File: src/rtl/lf_stream_pkg.sv
// Shared types for the light-field pixel stream: framer FSM states and the
// marker bundle that downstream receivers decode.
package lf_stream_pkg;

    typedef enum logic [1:0] {IDLE, STREAM, GAP, DONE} lf_state_e;

    localparam int PIXEL_W_DEFAULT = 24;

    typedef struct packed {
        logic soc;
        logic eoc;
        logic solf;
        logic eolf;
    } lf_markers_t;

    // Counter width that never collapses to zero bits for degenerate sizes.
    function automatic int safe_clog2(input int n);
        return (n > 1) ? $clog2(n) : 1;
    endfunction

endpackage

File: src/rtl/lf_stream_framer_if.sv
// Upstream pixel handshake: a DMA/memory reader drives pixels, the framer accepts.
interface lf_stream_framer_if #(
    parameter int PIXEL_W = 24
);
    logic               src_valid;
    logic               src_ready;
    logic [PIXEL_W-1:0] src_pixel;

    modport master (output src_valid, output src_pixel, input  src_ready);
    modport slave  (input  src_valid, input  src_pixel, output src_ready);
endinterface

File: src/rtl/lf_position_counter.sv
// Pixel-in-capture and capture-in-light-field position tracker with first/last
// flags; shared by the framer and by stream checkers.
module lf_position_counter
    import lf_stream_pkg::*;
#(
    parameter int PIX_TOTAL    = 8,
    parameter int NUM_CAPTURES = 3,
    parameter int CAP_CW       = $clog2(NUM_CAPTURES + 1)
) (
    input  logic              clk,
    input  logic              rst_n,
    input  logic              clear,
    input  logic              pix_inc,
    input  logic              cap_inc,
    output logic [CAP_CW-1:0] cap_idx,
    output logic              pix_first,
    output logic              pix_last,
    output logic              cap_first,
    output logic              cap_last
);
    localparam int PIX_CW = safe_clog2(PIX_TOTAL);

    logic [PIX_CW-1:0] pix_cnt;

    assign pix_first = (pix_cnt == '0);
    assign pix_last  = (pix_cnt == PIX_CW'(PIX_TOTAL - 1));
    assign cap_first = (cap_idx == '0);
    assign cap_last  = (cap_idx == CAP_CW'(NUM_CAPTURES - 1));

    always_ff @(posedge clk or negedge rst_n) begin
        if (!rst_n) begin
            pix_cnt <= '0;
            cap_idx <= '0;
        end else if (clear) begin
            pix_cnt <= '0;
            cap_idx <= '0;
        end else begin
            if (pix_inc) pix_cnt <= pix_last ? '0 : pix_cnt + 1'b1;
            if (cap_inc) cap_idx <= cap_idx + 1'b1;
        end
    end

endmodule

File: src/rtl/lf_stream_framer.sv
// Source end of the light-field pixel stream: accepts raw pixels and emits them
// one cycle later with SOC/EOC/SOLF/EOLF framing and inter-capture idle gaps.
module lf_stream_framer
    import lf_stream_pkg::*;
#(
    parameter  int IMG_WIDTH    = 640,
    parameter  int IMG_HEIGHT   = 480,
    parameter  int NUM_CAPTURES = 17,
    parameter  int GAP_CYCLES   = 16,
    parameter  int PIXEL_W      = PIXEL_W_DEFAULT,
    localparam int CAP_CW       = $clog2(NUM_CAPTURES + 1)
) (
    input  logic                clk,
    input  logic                rst_n,
    input  logic                start,
    input  logic                abort,
    lf_stream_framer_if.slave   src,
    output logic                pixel_valid_out,
    output logic [PIXEL_W-1:0]  pixel_out,
    output logic                soc_out,
    output logic                eoc_out,
    output logic                solf_out,
    output logic                eolf_out,
    output logic                busy,
    output logic [CAP_CW-1:0]   capture_idx,
    output logic                done,
    output logic                aborted
);
    localparam int PIX_TOTAL = IMG_WIDTH * IMG_HEIGHT;
    localparam int GAP_CW    = safe_clog2(GAP_CYCLES + 1);

    lf_state_e         state, state_nxt;
    logic [GAP_CW-1:0] gap_cnt;
    logic              src_ready, accept, gap_end;
    logic              start_acc, pos_clr, cap_inc;
    logic              pix_first, pix_last, cap_first, cap_last;
    lf_markers_t       mk_d, mk_q;

    // Abort masks ready so a pixel offered alongside it is never taken.
    assign src_ready     = (state == STREAM) && !abort;
    assign src.src_ready = src_ready;
    assign accept        = src.src_valid && src_ready;
    assign start_acc     = (state == IDLE) && start && !abort;
    assign gap_end       = (gap_cnt == GAP_CW'(GAP_CYCLES - 1));
    assign busy          = (state != IDLE);
    assign pos_clr       = start_acc || (state_nxt == IDLE);

    lf_position_counter #(
        .PIX_TOTAL    (PIX_TOTAL),
        .NUM_CAPTURES (NUM_CAPTURES),
        .CAP_CW       (CAP_CW)
    ) u_pos (
        .clk       (clk),
        .rst_n     (rst_n),
        .clear     (pos_clr),
        .pix_inc   (accept),
        .cap_inc   (cap_inc),
        .cap_idx   (capture_idx),
        .pix_first (pix_first),
        .pix_last  (pix_last),
        .cap_first (cap_first),
        .cap_last  (cap_last)
    );

    always_ff @(posedge clk or negedge rst_n) begin
        if (!rst_n) state <= IDLE;
        else        state <= state_nxt;
    end

    always_comb begin
        state_nxt = state;
        cap_inc   = 1'b0;
        unique case (state)
            IDLE:   if (start_acc) state_nxt = STREAM;
            STREAM: begin
                if (abort) begin
                    state_nxt = IDLE;
                end else if (accept && pix_last) begin
                    if (cap_last)            state_nxt = DONE;
                    else if (GAP_CYCLES > 0) state_nxt = GAP;
                    else                     cap_inc   = 1'b1;
                end
            end
            GAP: begin
                if (abort) begin
                    state_nxt = IDLE;
                end else if (gap_end) begin
                    state_nxt = STREAM;
                    cap_inc   = 1'b1;
                end
            end
            DONE:   state_nxt = IDLE;
        endcase
    end

    always_ff @(posedge clk or negedge rst_n) begin
        if (!rst_n)              gap_cnt <= '0;
        else if (state == GAP)   gap_cnt <= gap_cnt + 1'b1;
        else                     gap_cnt <= '0;
    end

    // done trails the eolf pixel by one cycle; an abort in DONE suppresses it.
    always_ff @(posedge clk or negedge rst_n) begin
        if (!rst_n) begin
            done    <= 1'b0;
            aborted <= 1'b0;
        end else begin
            done <= (state == DONE) && !abort;
            if (busy && abort)  aborted <= 1'b1;
            else if (start_acc) aborted <= 1'b0;
        end
    end

    always_comb begin
        mk_d = '0;
        if (accept) begin
            mk_d.soc  = pix_first;
            mk_d.eoc  = pix_last;
            mk_d.solf = pix_first && cap_first;
            mk_d.eolf = pix_last && cap_last;
        end
    end

    always_ff @(posedge clk or negedge rst_n) begin
        if (!rst_n) begin
            pixel_valid_out <= 1'b0;
            pixel_out       <= '0;
            mk_q            <= '0;
        end else begin
            pixel_valid_out <= accept;
            mk_q            <= mk_d;
            if (accept) pixel_out <= src.src_pixel;
        end
    end

    assign soc_out  = mk_q.soc;
    assign eoc_out  = mk_q.eoc;
    assign solf_out = mk_q.solf;
    assign eolf_out = mk_q.eolf;

endmodule

File: src/flat_wrapper.sv
// flat-port wrapper written by rule: the top's interface ports become plain ports
module lf_stream_framer_flat import lf_stream_pkg::*;
#(
    parameter  int IMG_WIDTH    = 640,
    parameter  int IMG_HEIGHT   = 480,
    parameter  int NUM_CAPTURES = 17,
    parameter  int GAP_CYCLES   = 16,
    parameter  int PIXEL_W      = PIXEL_W_DEFAULT,
    localparam int CAP_CW       = $clog2(NUM_CAPTURES + 1)
)
  (clk, rst_n, start, abort, pixel_valid_out, pixel_out, soc_out, eoc_out, solf_out, eolf_out, busy, capture_idx, done, aborted, src_src_valid, src_src_pixel, src_src_ready);
  lf_stream_framer_if #(.PIXEL_W(PIXEL_W)) src_i ();
  input  logic clk;
  input  logic rst_n;
  input  logic start;
  input  logic abort;
  output logic pixel_valid_out;
  output logic [PIXEL_W-1:0] pixel_out;
  output logic soc_out;
  output logic eoc_out;
  output logic solf_out;
  output logic eolf_out;
  output logic busy;
  output logic [CAP_CW-1:0] capture_idx;
  output logic done;
  output logic aborted;
  input wire logic [$bits(src_i.src_valid)-1:0] src_src_valid;
  input wire logic [$bits(src_i.src_pixel)-1:0] src_src_pixel;
  output wire logic [$bits(src_i.src_ready)-1:0] src_src_ready;
  assign src_i.src_valid = src_src_valid;
  assign src_i.src_pixel = src_src_pixel;
  assign src_src_ready = src_i.src_ready;
  lf_stream_framer #(.IMG_WIDTH(IMG_WIDTH), .IMG_HEIGHT(IMG_HEIGHT), .NUM_CAPTURES(NUM_CAPTURES), .GAP_CYCLES(GAP_CYCLES), .PIXEL_W(PIXEL_W)) u_core (.clk(clk), .rst_n(rst_n), .start(start), .abort(abort), .src(src_i), .pixel_valid_out(pixel_valid_out), .pixel_out(pixel_out), .soc_out(soc_out), .eoc_out(eoc_out), .solf_out(solf_out), .eolf_out(eolf_out), .busy(busy), .capture_idx(capture_idx), .done(done), .aborted(aborted));
endmodule
File: config.mk
export PLATFORM = sky130hd
export DESIGN_NAME = lf_stream_framer_flat
export DESIGN_NICKNAME = d
export VERILOG_FILES = /design/src/rtl/lf_stream_pkg.sv /design/src/rtl/lf_stream_framer_if.sv /design/src/rtl/lf_position_counter.sv /design/src/rtl/lf_stream_framer.sv /design/src/flat_wrapper.sv
export SDC_FILE = /design/constraint.sdc
export NUM_CORES = 1
export LEC_CHECK = 0
export ABC_CLOCK_PERIOD_IN_PS = 1800
export CAP_MARGIN = 20
export CORE_ASPECT_RATIO = 0.6
export CORE_UTILIZATION = 45
export DETAILED_ROUTE_END_ITERATION = 10
export PLACE_DENSITY = 0.85
export SLEW_MARGIN = 20
export SYNTH_ARGS = -nofsm -noshare
export SYNTH_HDL_FRONTEND = slang
export SYNTH_HIERARCHICAL = 1
export SYNTH_SLANG_ARGS = --single-unit
File: constraint.sdc
create_clock -name clk -period 1.8 [get_ports clk]
set_input_delay 0.36 -clock clk [delete_from_list [all_inputs] [get_ports clk]]
set_output_delay 0.36 -clock clk [all_outputs]
set_load 0.02 [all_outputs]
# --- Word level (Yosys, flattened, before mapping) ---
# Cells that the tools add are included.
totals:
  elab_cells: 59
  memories: 0
  mem_bits_ro: 0
  out_inout_bits: 38
  latchBits: 0
  ramBits: 0
  ff_bits: 62
  input_bits: 29
classes:
  bitwise: 0
  order_cmp: 0
  multipliers: 0
  reduce_logical: 19
  n_mux: 19
  n_addsub: 3
  n_shift: 0
  n_eq_ne: 6
  div_mod_pow: 0
ops:
  columns: ["cell", "n"]
  rows:
  - ["two-way mux 19 bit", 3]
  - ["adder 19 x 1 -> 19 bit (second input constant)", 1]
  - ["== test 19 bit (second input constant)", 1]
  - ["zero test 19 bit", 1]
  - ["two-way mux 5 bit", 3]
  - ["adder 5 x 1 -> 5 bit (second input constant)", 2]
  - ["two-way mux 2 bit", 5]
  - ["logical AND 1 bit", 9]
  - ["one-hot mux 2 bit (4 select lines)", 1]
  - ["nonzero test 2 bit", 4]
  - ["two-way mux 1 bit", 6]
  - ["== test 5 x 4 -> 1 bit (second input constant)", 1]
  - ["== test 5 bit (second input constant)", 1]
  - ["zero test 5 bit", 1]
  - ["== test 2 bit (second input constant)", 2]
  - ["zero test 2 bit", 2]
  - ["two-way mux 4 bit", 1]
  - ["== test 2 x 1 -> 1 bit (second input constant)", 1]
  - ["zero test 1 bit", 1]
  - ["logical OR 1 bit", 1]

# --- Longest topological paths before layout ---
depth:
  depth_word: 10
  depth_mapped: 8
  mapped_depth_nobuf: 8

# --- Modules after synthesis ---
# Netlist, hierarchy kept.
modules_own_cells:
  columns: ["mod", "area_each_um2", "cells_per_inst", "n_inst", "seq_area_each_um2"]
  rows:
  - ["lf_stream_framer", 1541.5, 106, 1, 950.9]
  - ["lf_position_counter", 1476.4, 160, 1, 600.6]

# --- Least setup slack after synthesis ---
# OpenSTA, ideal clock, no wires.
synth_path:
  kind: "input -> register"
  from: "in abort"
  to: "reg u_core.u_pos.pix_cnt[16]"
  required_time_ps: 1727
  path_slack_ps: 20
  path_stages: 7
  setup_ps: 73
  arrival_time_ps: 1706
  n_path_buf: 3
  path_cell_list: "buf_6 nor4bb_4 buf_6 buf_8 nand3_1 or4_4 a21oi_2"
synth_between:
  elab_chain_len: 10
  word_cells_on_any_way: 14
  classes_between: "mux: 6; reduce/logical: 8"
synth_rtl:
  columns: ["element", "line_no", "source"]
  rows:
  - ["start: declaration", "flat_wrapper.sv:16", "input logic abort;"]
  - ["zero test 1 bit (*)", "lf_stream_framer.sv:40", "assign src_ready = (state == STREAM) && !abort;"]
  - ["logical AND 1 bit (*)", "lf_stream_framer.sv:40", null]
  - ["logical AND 1 bit (*)", "lf_stream_framer.sv:42", "assign accept = src.src_valid && src_ready;"]
  - ["named net u_core.accept", "lf_stream_framer.sv:34", "logic src_ready, accept, gap_end;"]
  - ["logical AND 1 bit", "lf_stream_framer.sv:78", "end else if (accept && pix_last) begin"]
  - ["two-way mux 2 bit", "lf_stream_framer.sv:78", null]
  - ["two-way mux 2 bit", "lf_stream_framer.sv:76", "if (abort) begin"]
  - ["one-hot mux 2 bit (4 select lines)", "lf_stream_framer.sv:73", "unique case (state)"]
  - ["zero test 2 bit", "lf_stream_framer.sv:46", "assign pos_clr = start_acc || (state_nxt == IDLE);"]
  - ["logical OR 1 bit", "lf_stream_framer.sv:46", null]
  - ["two-way mux 19 bit or nonzero test 2 bit (tied branches)", null, null]
  - ["end signal: assignment", "lf_position_counter.sv:38", "if (pix_inc) pix_cnt <= pix_last ? '0 : pix_cnt + 1'b1;"]
  - ["end: declaration", "lf_position_counter.sv:23", "logic [PIX_CW-1:0] pix_cnt;"]
# Mark *: on every way through the listed nets, which the timed path passes. The rest lies on a longest branch.
# A chain may end at the register's enable or synchronous reset.

# --- Final worst setup path ---
layout_path:
  from: "reg u_core.u_pos.pix_cnt[0]"
  to: "reg u_core.u_pos.pix_cnt[15]"
layout_between:
  elab_chain_len: 8
  word_cells_on_any_way: 12
  classes_between: "add/sub: 1; eq/ne: 1; mux: 6; reduce/logical: 4"
layout_rtl:
  columns: ["element"]
  rows:
  - ["branches (longest 8 deep; another with adder 19 x 1 -> 19 bit)"]
# Several ways; the timed one is not identified. The select of a mux whose other input is x is not followed.

==> results by group <==
Outcome
  – Status: finished, final reports clean

Synth
  – Netlist Area Pre-Place: 3018 um^2
  – Post-Syn Instances: approximately 270
  – Synth warn: 6
  – Asr flop ratio synth: 1.000
  – Post-synth cell types: 57
  – Top-area cell type share of the netlist area: 0.5141
  – Post-synth EDFFs: 0
  – Cell taking the most area after synthesis: dfrtp_1
  – Ys flop type: dfrtp_1
  – Synthesized area per cell: 11.35 um^2
  – Top cells by area, synth: dfrtp_1 51%, mux2_2 7.1%, nor2_1 3.2%
  – Syn Nets: 301
  – Sequential fraction of the synthesis area: 0.5141
  – Synth Register Bits: 62

Power
  – Sw frac: 0.2765
  – Maximum VDD drop: 813.8 uV
  – Internal power: 2.479 mW
  – Power share of the combinational group: 0.222
  – Flop pwr share: 0.468
  – Clock share of power: 0.310
  – Power Total: 3.426 mW
  – Psw: 947.3 uW
  – PD cells: between 800 and 900 nW/um^2
  – Static Leak: 1.866 nW

STA
  – Final hold vios: 0
  – Period Utilization, post-route: 0.9935
  – Worst relative slew slack: 0.7430
  – Worst-margin pin slew: ~0.38 ns
  – Hold slack final: 0.01824 ns
  – Minimum clock period: 1.788 ns
  – Worst Skew: 0.01072 ns
  – Max Freq: 0.5592 GHz
  – Setup violations, final: 0
  – Max Slew Vio Count: 0

Job
  – Max-cap violations: 0

Worst setup path
  – Critical Path RT: slightly above 2 ns
  – Crit Path Category: register to register
  – Crit path max-delay cell type: dfrtp_1
  – Data arrival, critical path: 2.03 ns
  – Startpoint Class: register
  – Largest stage delay, worst path: 0.38 ns
  – CP cell instances: ha_1 -> and3_2 -> nand4_1 -> buf_4 -> o21ai_0 -> a311oi_1
  – Worst-path fanout max: 6
  – Crit end category: register

Floorplan
  – Die Area: between 7000 and 8000 um^2
  – # rows: 22
  – Core box area: 6304 um^2
  – Die height: 65.44 um
  – Ports: 67
  – Horiz. Die Dim: 107.7 um
  – Starting Density: 0.4788

Place
  – PortBufs: 66
  – Post-DP HPWL: approximately 5400 um
  – GPL Wtd Cong: 0.9359

Clock tree
  – Worst skew pair latency: roughly 0.35 ns
  – CTS Buf Count: 9
  – CTS clk-pin slew, worst paths: about 0.070 ns
  – Hold buffers post-CTS: 0
  – CTS tree: done
  – Clk buf depth: 2
  – Sink Count: 62
  – Clk root buf: clkbuf_8
  – Htree depth: 3

Drt
  – Final WL: 7751 um
  – TritonRoute pass-1 iters: 4
  – Initial DRC count: 226
  – Routed Antenna Nets: 0
  – Residual DRC: 0
  – Vias: 2,527
  – Drt wl/cell: 16.74 um
  – Via/cell ratio: 5.458

Finish
  – Fill count: around 460
  – Area grow syn2layout: 41.50%
  – Share of layout cells above drive strength 1: 0.2612
  – Finished Core Util: 0.6775
  – # diodes: 0
  – Final nets: 409

Global route
  – Largest net degree at the start of global routing: 63
  – Total Routing Usage GR: 0.2399
  – Number of global-route vias before repair: 2,589
  – First-pass GRT wire length: 12,540 um
  – Initial antenna violation count: 0
  – Congestion Overflow GR: 0

Worst hold path
  – Worst min path class: primary input to asynchronous set/reset pin
[layout make-up]
| type | instances | area (um^2) | share of cell area |
|---|---|---|---|
| clock inverters | 1 | 5.005 | 0.001172 |
| inverters | 8 | 30.03 | 0.007032 |
| clock buffers | 15 | 156.4 | 0.03662 |
| well taps | 84 | 105.1 | 0.02461 |
| repair buffers | 112 | 1037 | 0.2429 |
| multi-input cells | 181 | 1383 | 0.3238 |
| flip-flops and latches | 62 | 1554 | 0.3639 |
[routing by layer]
| metal | part of all wire | GRT usage | routed length, um | vias to the layer above |
|---|---|---|---|---|
| met1 | 0.46 | 0.2994 | 3548 | 1239 |
| li1 | - | - | - | 1179 |
| met2 | 0.46 | 0.3782 | 3562 | 99 |
| met3 | 0.069 | 0.08929 | 534 | 10 |
| met5 | 0 | 0 | 0 | - |
| met4 | 0.014 | 0.09760 | 105 | 0 |
[per-stage QoR]
step           instances  setup slack, ns  cell area, um^2  setup TNS [ns]
3_5_place_dp         436          -0.3045             3980          -11.88
4_1_cts              453         0.002510             4148               0
5_1_grt              463         -0.03347             4270         -0.1461
3_3_place_gp         436          -0.2573             3980          -9.911
6_report             463          0.01161             4270               0
2_1_floorplan        266          0.02028             3018               0
[power groups by stage]
| stage | clock network, mW | logic (mW) | registers [mW] |
|---|---|---|---|
| global placement | 0 | 0.730 | 1.62 |
| global route | 1.15 | 0.800 | 1.62 |
| floorplan | 0 | 0.164 | 1.78 |
| finish | 1.06 | 0.760 | 1.60 |
| detailed placement | 0 | 0.750 | 1.63 |
| CTS | 1.09 | 0.753 | 1.61 |
[flip-flops by register name, summed over array words and instances (netlist names)]
signal / flops
u_core/u_pos/pix_cnt: 19
u_core/solf_out: 1
u_core/soc_out: 1
u_core/aborted: 1
u_core/done: 1
u_core/gap_cnt: 5
u_core/state: 2
u_core/pixel_out: 24
u_core/eoc_out: 1
u_core/pixel_valid_out: 1
u_core/u_pos/cap_idx: 5
u_core/eolf_out: 1
[placed cells by master, fill, tap and decap left out, drive strengths merged, types with 5 or more instances in the layout]
cell            n
ha              6
clkbuf         15
xor2            9
nand2           7
dfrtp          62
nor3            6
and2            5
inv             8
and3            6
buf            47
a21oi           7
nor2           26
nand2b          6
nand3           9
nand4          13
mux2           24
clkdlybuf4s50  57
[critical path, delay by kind of cell, from the launching register on]
family,cells,cell delay (ns)
fa+ha+maj,1,0.22
simple gates,2,0.49
buf+inv,1,0.20
flops,1,0.38
compound gates,2,0.39
[cell usage after synthesis, types with 2 or more instances]
cell type and count:
dfrtp_1 62, nor2_1 26, mux2_2 19, nand4_1 12, nand3_1 9, xor2_1 9, inv_1 8, a21oi_1 6
and3_1 6, clkbuf_1 6, ha_1 6, nand2_1 6, nand2b_1 6, nor3_1 6, and2_1 5, mux2_1 5
buf_4 4, o211ai_1 4, xnor2_1 4, a31oi_1 3, and4_1 3, nand3b_1 3, nor4_1 3, nor4b_1 3
a311oi_1 2, buf_6 2, mux2i_1 2, o21ai_0 2, o31ai_1 2, o41ai_1 2, or2_2 2, or3b_2 2
or4_1 2
[final timing paths]
path	start	to	slack, ns	cells past startpoint
max reg2reg	u_core/u_pos/pix_cnt[0]$_DFFE_PN0P_	u_core/u_pos/pix_cnt[15]$_DFFE_PN0P_	0.01	6
min	rst_n	u_core/pixel_out[21]$_DFFE_PN0N_	0.02	2
min in group clk	abort	u_core/state[1]$_DFF_PN0_	0.48	3
max in group asynchronous	rst_n	u_core/state[0]$_DFF_PN0_	1.50	2
max	u_core/u_pos/pix_cnt[0]$_DFFE_PN0P_	u_core/u_pos/pix_cnt[15]$_DFFE_PN0P_	0.01	6
min reg2reg	u_core/pixel_out[16]$_DFFE_PN0N_	u_core/pixel_out[16]$_DFFE_PN0N_	0.49	1
[cell families after synthesis]
kind of cell	after synthesis	share of synthesized area
compound gates	30	0.07007
flops	62	0.5141
simple gates	106	0.2143
mux	26	0.09619
fa+ha+maj	6	0.02487
buf+inv	23	0.04270
xor+xnor	13	0.03773
[timing repair]
item,CTS,global route
endpoints found under the setup margin,7,18
pin swaps,0,3
resized for setup,10,13
setup buffers,1,10
Power figures use the tool's default switching activity.
